==> config.mk <==
export PLATFORM = sky130hd
export DESIGN_NAME = data_mem_unit
export DESIGN_NICKNAME = d
export VERILOG_FILES = /design/src/rtl/data_mem_unit.sv
export SDC_FILE = /design/constraint.sdc
export NUM_CORES = 1
export LEC_CHECK = 0
export CELL_PAD_IN_SITES_DETAIL_PLACEMENT = 2
export CELL_PAD_IN_SITES_GLOBAL_PLACEMENT = 2
export CORE_AREA = 2 2 179 181
export DETAILED_ROUTE_END_ITERATION = 8
export DIE_AREA = 0 0 181 183
export GPL_TIMING_DRIVEN = 0
export PLACE_DENSITY = 0.84
export SYNTH_ARGS = -nofsm -noshare
export SYNTH_HDL_FRONTEND = slang
export SYNTH_SLANG_ARGS = --single-unit
==> constraint.sdc <==
create_clock -name clk -period 3.1 [get_ports clk]
set_input_delay 0.62 -clock clk [delete_from_list [all_inputs] [get_ports clk]]
set_output_delay 0.62 -clock clk [all_outputs]
set_load 0.02 [all_outputs]
==> src/rtl/data_mem_unit.sv <==
// Load/store unit between the memory stage and a word-wide request/response bus.
// Unaligned accesses become two word transactions when SPLIT_MISALIGNED = 1.
module data_mem_unit #(
  parameter int SPLIT_MISALIGNED = 1
) (
  input  logic        clk,
  input  logic        reset,
  input  logic        memu_cmd_start,
  input  logic        memu_cmd_write,
  output logic        memu_cmd_ready,
  input  logic [31:0] memu_addr,
  input  logic [31:0] memu_wdata,
  input  logic [31:0] memu_wmask,
  output logic        memu_valid,
  output logic [31:0] memu_rdata,
  output logic        dreq_valid,
  input  logic        dreq_ready,
  output logic        dreq_write,
  output logic [31:0] dreq_addr,
  output logic [31:0] dreq_wdata,
  output logic [3:0]  dreq_wstrb,
  input  logic        dresp_valid,
  input  logic [31:0] dresp_rdata,
  output logic [2:0]  dbg_state
);
  // Handshakes: a command transfers on a rising edge with memu_cmd_start and
  // memu_cmd_ready both high; a bus request transfers on a rising edge with
  // dreq_valid and dreq_ready both high, and every dreq_* output holds steady
  // until then. Responses are only consumed in RESP0/RESP1.

  typedef enum logic [2:0] {
    IDLE  = 3'd0,
    REQ0  = 3'd1,
    RESP0 = 3'd2,
    REQ1  = 3'd3,
    RESP1 = 3'd4
  } state_t;

  state_t      state, state_nxt;

  logic        write_q;
  logic [1:0]  off_q;
  logic [31:0] word0_q;
  logic [7:0]  strb_q;
  logic [63:0] data_q;
  logic [31:0] rdata0_q;

  logic        accept;
  logic        need_second;
  logic        load_done;
  logic [7:0]  size_strb;
  logic [31:0] word1;
  logic [63:0] load_cat;
  logic [31:0] load_shift;

  assign accept      = memu_cmd_ready && memu_cmd_start;
  assign word1       = word0_q + 32'd4;
  assign need_second = (SPLIT_MISALIGNED != 0) &&
                       (write_q ? (strb_q[7:4] != 4'b0000) : (off_q != 2'b00));

  always_comb begin
    size_strb = 8'b0000_1111;
    if (memu_wmask == 32'h0000_00ff)
      size_strb = 8'b0000_0001;
    else if (memu_wmask == 32'h0000_ffff)
      size_strb = 8'b0000_0011;
  end

  // Second word supplies the high bytes; the first word is shifted down by off.
  assign load_cat   = (state == RESP1) ? {dresp_rdata, rdata0_q} : {32'b0, dresp_rdata};
  assign load_shift = 32'(load_cat >> {off_q, 3'b000});
  assign load_done  = !write_q && dresp_valid &&
                      (((state == RESP0) && !need_second) || (state == RESP1));

  always_ff @(posedge clk) begin
    if (reset)
      state <= IDLE;
    else
      state <= state_nxt;
  end

  always_comb begin
    state_nxt = state;
    case (state)
      IDLE:    if (accept) state_nxt = REQ0;
      REQ0:    if (dreq_ready) state_nxt = RESP0;
      RESP0:   if (dresp_valid) state_nxt = need_second ? REQ1 : IDLE;
      REQ1:    if (dreq_ready) state_nxt = RESP1;
      RESP1:   if (dresp_valid) state_nxt = IDLE;
      default: state_nxt = IDLE;
    endcase
  end

  always_comb begin
    memu_cmd_ready = (state == IDLE);
    dbg_state      = state;
    dreq_valid     = 1'b0;
    dreq_write     = 1'b0;
    dreq_addr      = 32'b0;
    dreq_wdata     = 32'b0;
    dreq_wstrb     = 4'b0000;
    case (state)
      REQ0: begin
        dreq_valid = 1'b1;
        dreq_write = write_q;
        dreq_addr  = word0_q;
        dreq_wdata = write_q ? data_q[31:0] : 32'b0;
        dreq_wstrb = write_q ? strb_q[3:0] : 4'b0000;
      end
      REQ1: begin
        dreq_valid = 1'b1;
        dreq_write = write_q;
        dreq_addr  = word1;
        dreq_wdata = write_q ? data_q[63:32] : 32'b0;
        dreq_wstrb = write_q ? strb_q[7:4] : 4'b0000;
      end
      default: ;
    endcase
  end

  always_ff @(posedge clk) begin
    if (reset) begin
      write_q    <= 1'b0;
      off_q      <= 2'b00;
      word0_q    <= 32'b0;
      strb_q     <= 8'b0;
      data_q     <= 64'b0;
      rdata0_q   <= 32'b0;
      memu_valid <= 1'b0;
      memu_rdata <= 32'b0;
    end else begin
      memu_valid <= 1'b0;
      if (accept) begin
        write_q <= memu_cmd_write;
        off_q   <= memu_addr[1:0];
        word0_q <= {memu_addr[31:2], 2'b00};
        strb_q  <= size_strb << memu_addr[1:0];
        data_q  <= {32'b0, memu_wdata} << {memu_addr[1:0], 3'b000};
      end
      if ((state == RESP0) && dresp_valid)
        rdata0_q <= dresp_rdata;
      if (load_done) begin
        memu_valid <= 1'b1;
        memu_rdata <= load_shift;
      end
    end
  end

endmodule

==> impl_results.md, run 1 <==
* Dpl ws at -0.688 ns
* Clk sink count at 164
* Area of the placeable core at 31200 µm²
* Clock Skews at 0.0177 ns
* Highest clock frequency the design can meet at 324 MHz
* Root buffer selected by CTS: clkbuf_16
* Number of enable flip-flop cells after synthesis at 0
* Core Util, Final at 40.1%
* Cell variety after synth at 54
* Relative area change from synthesis to final layout at 39.6%
* Fraction of the yosys area taken by sequential cells at 36.6%
* DR WL/cell at 24.3 µm
* CTS H-Tree Depth at 4
* Width of the die at 181 µm
* Final hold viol count at 0
* Skew-Pair Late Insertion Delay at 0.44 ns
* Instance count of the mapped netlist at 1168
* Type of the tightest min-delay check: flip-flop to flip-flop
* Number of max-capacitance violations reported at 0
* Pwr/cell area at 442 nW/µm²
* Routability congestion estimate at 0.926
* CP arrival at 2.46 ns
* Overall overflow remaining after global route at 0
* Buffers on Ports at 236
* Register area at 3280 µm²
* Final worst slack at 0.0167 ns
* Residual DRC count at 0
* Leakage dissipation at 4.48 nW
* Result of the run: finished clean
* Clock tree from TritonCTS: built
* Avg Inst Size Synth at 7.68 µm²
* Worst-case vdd ir drop at 0.360 mV
* Maximum number of pins on one net before global-route repair at 17
* Critical path launch point type: flip-flop
* Async set-or-reset flop fraction in the synthesized netlist at 0%
* Row Count at 65
* Drt first-iter violations at 586
* Max-slew violation total from the final report at 0
* Total Wirelength at 44700 µm
* Total clock buffers created by CTS at 17
* Min Clock Period, post-route at 3.08 ns
* Number of endpoints failing setup at the final stage at 0
* Multi-input logic area at 5330 µm²
* Flip-flop cell with the highest count after synthesis: dfxtp_1
* Worst Max-Slew Pin Slew at 0.880 ns
* Filler-free cell count of the finished design at 1841
* Number of global-route vias before repair at 11000
* Number of top-level design ports at 241
* Iteration count of the initial detailed-routing pass at 5
* Via count at 10200
* Fraction of layout cells with a size suffix above 1 at 9.53%
* Fill cells at 3621
* Die area at 33100 µm²
* Ys Warns at 0
* Setup tns final at 0 ns
* Endpoint required time on the critical path at 2.48 ns
* Unrepaired setup endpoints after global routing: yes
* DP Wirelength at 33100 µm
* Antenna Violating Nets Remaining at 0
* Post-route fraction of the period consumed by the critical path at 99.5%
* Total non-filler cell area in the finished layout at 12500 µm²
* Largest fanout on the critical path at 10
* Post-synthesis register bit count at 164
* # placed instances at 1807
* Remaining max-slew budget at the tightest pin at 41.1%
* Vertical die dimension at 183 µm
* Type of the worst setup path: flip-flop to primary output
* Post-layout net count at 1559
* Longest Clk Path Bufs at 2
* Total standard cell area after synthesis at 8960 µm²
* Wire length of the first global-routing pass at 66600 µm
* Clock-pin transition on the worst setup and hold timing paths at 0.07 ns
* Standard cell area after detailed placement at 11800 µm²
* GRT Total Usage at 26.4%
* Detail-routed via count per cell at 5.53
* Number of antenna violations at the first check in global routing at 2
* Kind of end point of the critical path: primary output
* Initial standard-cell utilization of the core at 28.7%
==> placed cells by master, fill, tap and decap left out, types with 15 or more instances in the layout <==
| master | Yosys | final |
|---|---|---|
| mux2_2 | 20 | 20 |
| xnor2_1 | 18 | 18 |
| nor3_1 | 49 | 43 |
| clkbuf_1 | 70 | 64 |
| a21oi_1 | 149 | 149 |
| nor2_1 | 133 | 130 |
| o211ai_1 | 16 | 16 |
| nand3_1 | 50 | 47 |
| clkdlybuf4s50_1 | 0 | 181 |
| dlygate4sd2_1 | 0 | 36 |
| clkbuf_16 | 0 | 17 |
| and2_1 | 15 | 15 |
| a211oi_1 | 29 | 29 |
| nand2_1 | 215 | 214 |
| mux2i_1 | 68 | 68 |
| buf_2 | 17 | 15 |
| dfxtp_1 | 164 | 163 |
==> final cells by class <==
type	instances	share of cell area, %
multi-input cells	895	42.6
clock buffers	19	3.46
well taps	402	4.02
repair buffers	238	18.5
flip-flops and latches	164	26.2
clock inverters	13	0.920
inverters	6	0.180
plain buffers	102	4.03
diodes	2	0.0400
==> sequential cells by signal, indices dropped and copies added, names as in the netlist <==
name	flops
memu_valid	1
rdata0_q	32
data_q	56
dbg_state	3
strb_q	7
off_q	2
word0_q	30
memu_rdata	32
write_q	1
==> final timing paths <==
kind,to,slack (ns),cells past startpoint,start
max reg2reg,memu_rdata[25],0.42,6,write_q
min reg2reg,memu_rdata[13],0.46,2,memu_rdata[13]
min,memu_rdata[13],0.46,2,memu_rdata[13]
max,dreq_addr[2],0.02,5,dbg_state[2]
==> cells in the mapped netlist (2+ instances only) <==
cell / count / share of area, %
nand2_1: 215 / 9.0
dfxtp_1: 164 / 37
a21oi_1: 149 / 8.3
nor2_1: 133 / 5.6
clkbuf_1: 70 / 2.9
mux2i_1: 68 / 7.6
nand3_1: 50 / 2.8
nor3_1: 49 / 2.7
a211oi_1: 29 / 2.4
mux2_2: 20 / 2.5
xnor2_1: 18 / 1.8
buf_2: 17 / 0.95
o211ai_1: 16 / 1.3
and2_1: 15 / 1.0
a221oi_1: 12 / 1.2
o21ai_0: 11 / 0.61
buf_1: 9 / 0.38
a311oi_1: 8 / 0.78
nand2b_1: 8 / 0.56
xor2_1: 8 / 0.78
inv_1: 6 / 0.25
nand4_1: 6 / 0.42
a211o_1: 5 / 0.49
and4_1: 5 / 0.49
nor4_1: 5 / 0.35
or3_1: 5 / 0.35
or4_1: 5 / 0.42
a21o_1: 4 / 0.33
a21oi_2: 4 / 0.39
a221o_1: 4 / 0.45
and3_1: 4 / 0.28
buf_4: 4 / 0.33
buf_6: 4 / 0.50
mux4_1: 4 / 1.2
mux4_2: 4 / 1.0
nor2b_1: 4 / 0.28
o21ai_1: 4 / 0.22
o311ai_1: 4 / 0.39
nor3b_1: 2 / 0.17
nor4b_2: 2 / 0.33
==> logic make-up (layout without fill, tap and decap cells) <==
group | Yosys count | in the layout | synth area share [%]
compound gates | 255 | 255 | 17.4
xor+xnor | 26 | 26 | 2.54
fa+ha+maj | 1 | 1 | 0.140
flops | 164 | 164 | 36.6
simple gates | 514 | 515 | 25.5
buf+inv | 111 | 378 | 5.51
mux | 96 | 96 | 12.3
other cells | 1 | 4 | 0.0418
==> through the flow <==
step	power, W	hold WS, ns
global placement	0.00342	0.436
floorplan	0.00290	0.427
global route	0.00573	0.482
finish	0.00553	0.458
CTS	0.00556	0.459
detailed placement	0.00347	0.450
==> layer usage <==
metal	GRT usage, %	vias up	routed length (µm)
li1	-	4603	-
met1	31.6	5081	18500
met4	12.7	0	2000
met5	0	-	0
met2	46.5	377	22100
met3	4.17	111	2070
==> what timing repair did <==
item	4_1_cts	5_1_grt
cloned	1	0
setup buffers	2	0
pin swaps	2	0
setup endpoints to repair	68	43
gates resized for setup	113	27
hold buffers	0	0
==> critical path: stages, from the launching register on <==
cell             delay [ns]
dfxtp_1                0.40
buf_4                  0.20
nand2b_2               0.19
clkbuf_1               0.49
nor2_1                 0.18
clkdlybuf4s50_1        0.58
==> power breakdown <==
group	internal [W]	switching (W)	leakage, nW	total (W)
Sequential	0.00221	0.0000849	1.34	0.00230
Clock	0.00106	0.00102	0.271	0.00208
Combinational	0.000454	0.000698	2.88	0.00115
No activity file was read; power rests on OpenSTA's default activity.
==> run 2: changes to the inputs <==
CELL_PAD_IN_SITES_DETAIL_PLACEMENT = 0   (was 2)
==> run 2 against run 1 <==
Effect of this change: design area rose by 0.21%; register-to-register slack improved by 0.11 ns; sequential cell count did not move; critical path depth rose by 1; critical path type unchanged; worst setup slack improved by 0.096 ns; final cell count fell by 0.16%.
==> impl_results.md, run 2 (synthesis results as in run 1) <==
* Highest clock frequency the design can meet at 335 MHz (was 324 MHz)
* Hold Path Depth at 2 (unchanged)
* Wire length of the first global-routing pass at 57100 µm (was 66600 µm)
* Largest regs: data_q (56), memu_rdata (32), rdata0_q (32) (unchanged)
* Metal-1 WL at 17300 µm (was 18500 µm)
* Routability congestion estimate at 0.926 (unchanged)
* Clock-pin transition on the worst setup and hold timing paths at 0.07 ns (about the same)
* CTS hold repair buffers at 0 (unchanged)
* Highest metal used: met4 (unchanged)
* Iteration count of the initial detailed-routing pass at 5 (unchanged)
* RR Startpoint: dbg_state[1] (was write_q)
* Cell family with the largest share of critical-path delay: simple AND/OR/NAND/NOR gates (was buffers and inverters)
* Final hold viol count at 0 (unchanged)
* Fraction of layout cells with a size suffix above 1 at 8.29% (was 9.53%)
* Number of antenna violations at the first check in global routing at 0 (was 2)
* Setup tns final at 0 ns (unchanged)
* Width of the die at 181 µm (unchanged)
* Antenna Violating Nets Remaining at 0 (unchanged)
* Hold WS at 0.450 ns (was 0.458 ns)
* Worst Max-Slew Pin Slew at 0.928 ns (was 0.880 ns)
* WL met2 at 17900 µm (was 22100 µm)
* Type of the tightest min-delay check: flip-flop to flip-flop (unchanged)
* Max-slew violation total from the final report at 0 (unchanged)
* Flip-flop count of the largest register, all copies and words added at 56 (unchanged)
* Leading cell type in the layout, fill and taps excluded: nand2_1 (unchanged)
* Row Count at 65 (unchanged)
* Buffers on Ports at 236 (unchanged)
* Clock tree from TritonCTS: built (unchanged)
* Min Clock Period, post-route at 2.99 ns (was 3.08 ns)
* Kind of end point of the critical path: primary output (unchanged)
* Total chip power at 0.00570 W (was 0.00553 W)
* Detail Route met3 WL at 2130 µm (was 2070 µm)
* # placed instances at 1807 (unchanged)
* Relative area change from synthesis to final layout at 39.9% (was 39.6%)
* Drt first-iter violations at 789 (was 586)
* CP arrival at 2.37 ns (was 2.46 ns)
* Endpoint of the worst hold-timing path: data_q[25] (was memu_rdata[13])
* Via count at 9647 (was 10200)
* Endpoint required time on the critical path at 2.48 ns (about the same)
* Post-layout net count at 1558 (was 1559)
* Total clock buffers created by CTS at 17 (unchanged)
* GRT Total Usage at 22.7% (was 26.4%)
* Root buffer selected by CTS: clkbuf_16 (unchanged)
* Clk sink count at 164 (unchanged)
* Post-route fraction of the period consumed by the critical path at 96.4% (was 99.5%)
* Worst-case vdd ir drop at 0.332 mV (was 0.360 mV)
* Detail-routed via count per cell at 5.25 (was 5.53)
* Type of the worst setup path: flip-flop to primary output (unchanged)
* Skew-Pair Late Insertion Delay at 0.44 ns (about the same)
* Longest Clk Path Bufs at 2 (unchanged)
* Number of max-capacitance violations reported at 0 (unchanged)
* Crit-path cells: buf_6, and4_4, nand4_4, or3_1, a21oi_1, dlygate4sd2_1 (was buf_4, nand2b_2, clkbuf_1, nor2_1, clkdlybuf4s50_1)
* Initial standard-cell utilization of the core at 28.7% (unchanged)
* Worst path buffer plus inverter count at 2 (was 3)
* Die area at 33100 µm² (unchanged)
* Commonest non-fill, non-tap cells in the layout: 215 x nand2_1, 181 x clkdlybuf4s50_1, 164 x dfxtp_1, 149 x a21oi_1, 131 x nor2_1 (was 214 x nand2_1, 181 x clkdlybuf4s50_1, 163 x dfxtp_1, 149 x a21oi_1, 130 x nor2_1)
* Clock Skews at 0.0144 ns (was 0.0177 ns)
* Residual DRC count at 0 (unchanged)
* R2R setup slack at 0.53 ns (was 0.42 ns)
* Number of top-level design ports at 241 (unchanged)
* Critical path launch point type: flip-flop (unchanged)
* Overall overflow remaining after global route at 0 (unchanged)
* Hold Startpoint: data_q[25] (was memu_rdata[13])
* Register ranked first by flip-flop count: data_q (unchanged)
* Endpoint of the worst-slack reg-to-reg timing path: memu_rdata[25] (unchanged)
* Unrepaired setup endpoints after global routing: no (was yes)
* Leakage dissipation at 4.55 nW (was 4.48 nW)
* CTS H-Tree Depth at 4 (unchanged)
* Result of the run: finished clean (unchanged)
* Crit path largest cell delay at 0.40 ns (was 0.58 ns)
* Worst Reg2Reg Path Length in Cells at 8 (was 6)
* Total Wirelength at 38300 µm (was 44700 µm)
* Ant diodes at 0 (was 2)
* Slowest cell on the critical path: or3_1 (was clkdlybuf4s50_1)
* Vertical die dimension at 183 µm (unchanged)
* Area of the placeable core at 31200 µm² (unchanged)
* Filler-free cell count of the finished design at 1838 (was 1841)
* Number of global-route vias before repair at 9315 (was 11000)
* DR WL/cell at 20.8 µm (was 24.3 µm)
* Number of endpoints failing setup at the final stage at 0 (unchanged)
* Pwr/cell area at 454 nW/µm² (was 442 nW/µm²)
* DP Wirelength at 28600 µm (was 33100 µm)
* Maximum number of pins on one net before global-route repair at 17 (unchanged)
* Largest fanout on the critical path at 10 (unchanged)
* Remaining max-slew budget at the tightest pin at 38.1% (was 41.1%)
-- run 2: how the worst max path moves through the flow --
stage,to,from,cells after the start,slack (ns)
2_1_floorplan,dreq_addr[15],dbg_state[1],6,0.50
3_3_place_gp,dreq_wdata[23],dbg_state[2],8,-0.58
3_5_place_dp,dreq_wdata[23],dbg_state[2],8,-0.51
4_1_cts,dreq_addr[17],dbg_state[1],7,0.01
5_1_grt,dreq_addr[30],word0_q[11],6,0.0009
6_report,dreq_addr[15],dbg_state[1],6,0.11
-- run 2: final cells by class --
type,count,area [µm²]
fill,3306,18700
multi-input combinational,894,5270
sequential,164,3280
timing repair buffer,238,2340
tap,402,503
buffer,102,500
clock buffer,19,453
clock inverter,13,170
inverter,6,22.5
-- run 2: where the power goes --
part	leakage, nW	switching (W)	internal, W
logic	2.90	0.000646	0.000454
registers	1.34	0.0000764	0.00221
clock network	0.308	0.000981	0.00133
-- run 2: routing by layer --
metal / vias to the layer above / GRT usage [%]
met2: 357 / 37.4
met4: 0 / 7.71
met1: 4618 / 30.5
met5: - / 0
met3: 55 / 3.36
li1: 4617 / -
-- run 2: metrics by stage --
step | worst slack (ns) | util (%) | cell area, µm²
CTS | 0.0108 | 40.0 | 12500
global placement | -0.581 | 37.9 | 11800
floorplan | 0.499 | - | 8970
finish | 0.113 | 40.2 | 12500
detailed placement | -0.508 | 37.9 | 11800
global route | 0.000936 | 40.2 | 12500
-- run 2: timing repair --
item	4_1_cts	5_1_grt
setup buffers	1	1
pin swaps	0	1
endpoints found under the setup margin	67	26
gates resized for setup	94	11
-- run 2: tightest hold or removal path: cells and delay by family, from the launching register on --
kind	cells	cell delay, ns
AOI/OAI and AO/OA	1	0.05
DFF	1	0.31
and+or+nand+nor	1	0.05
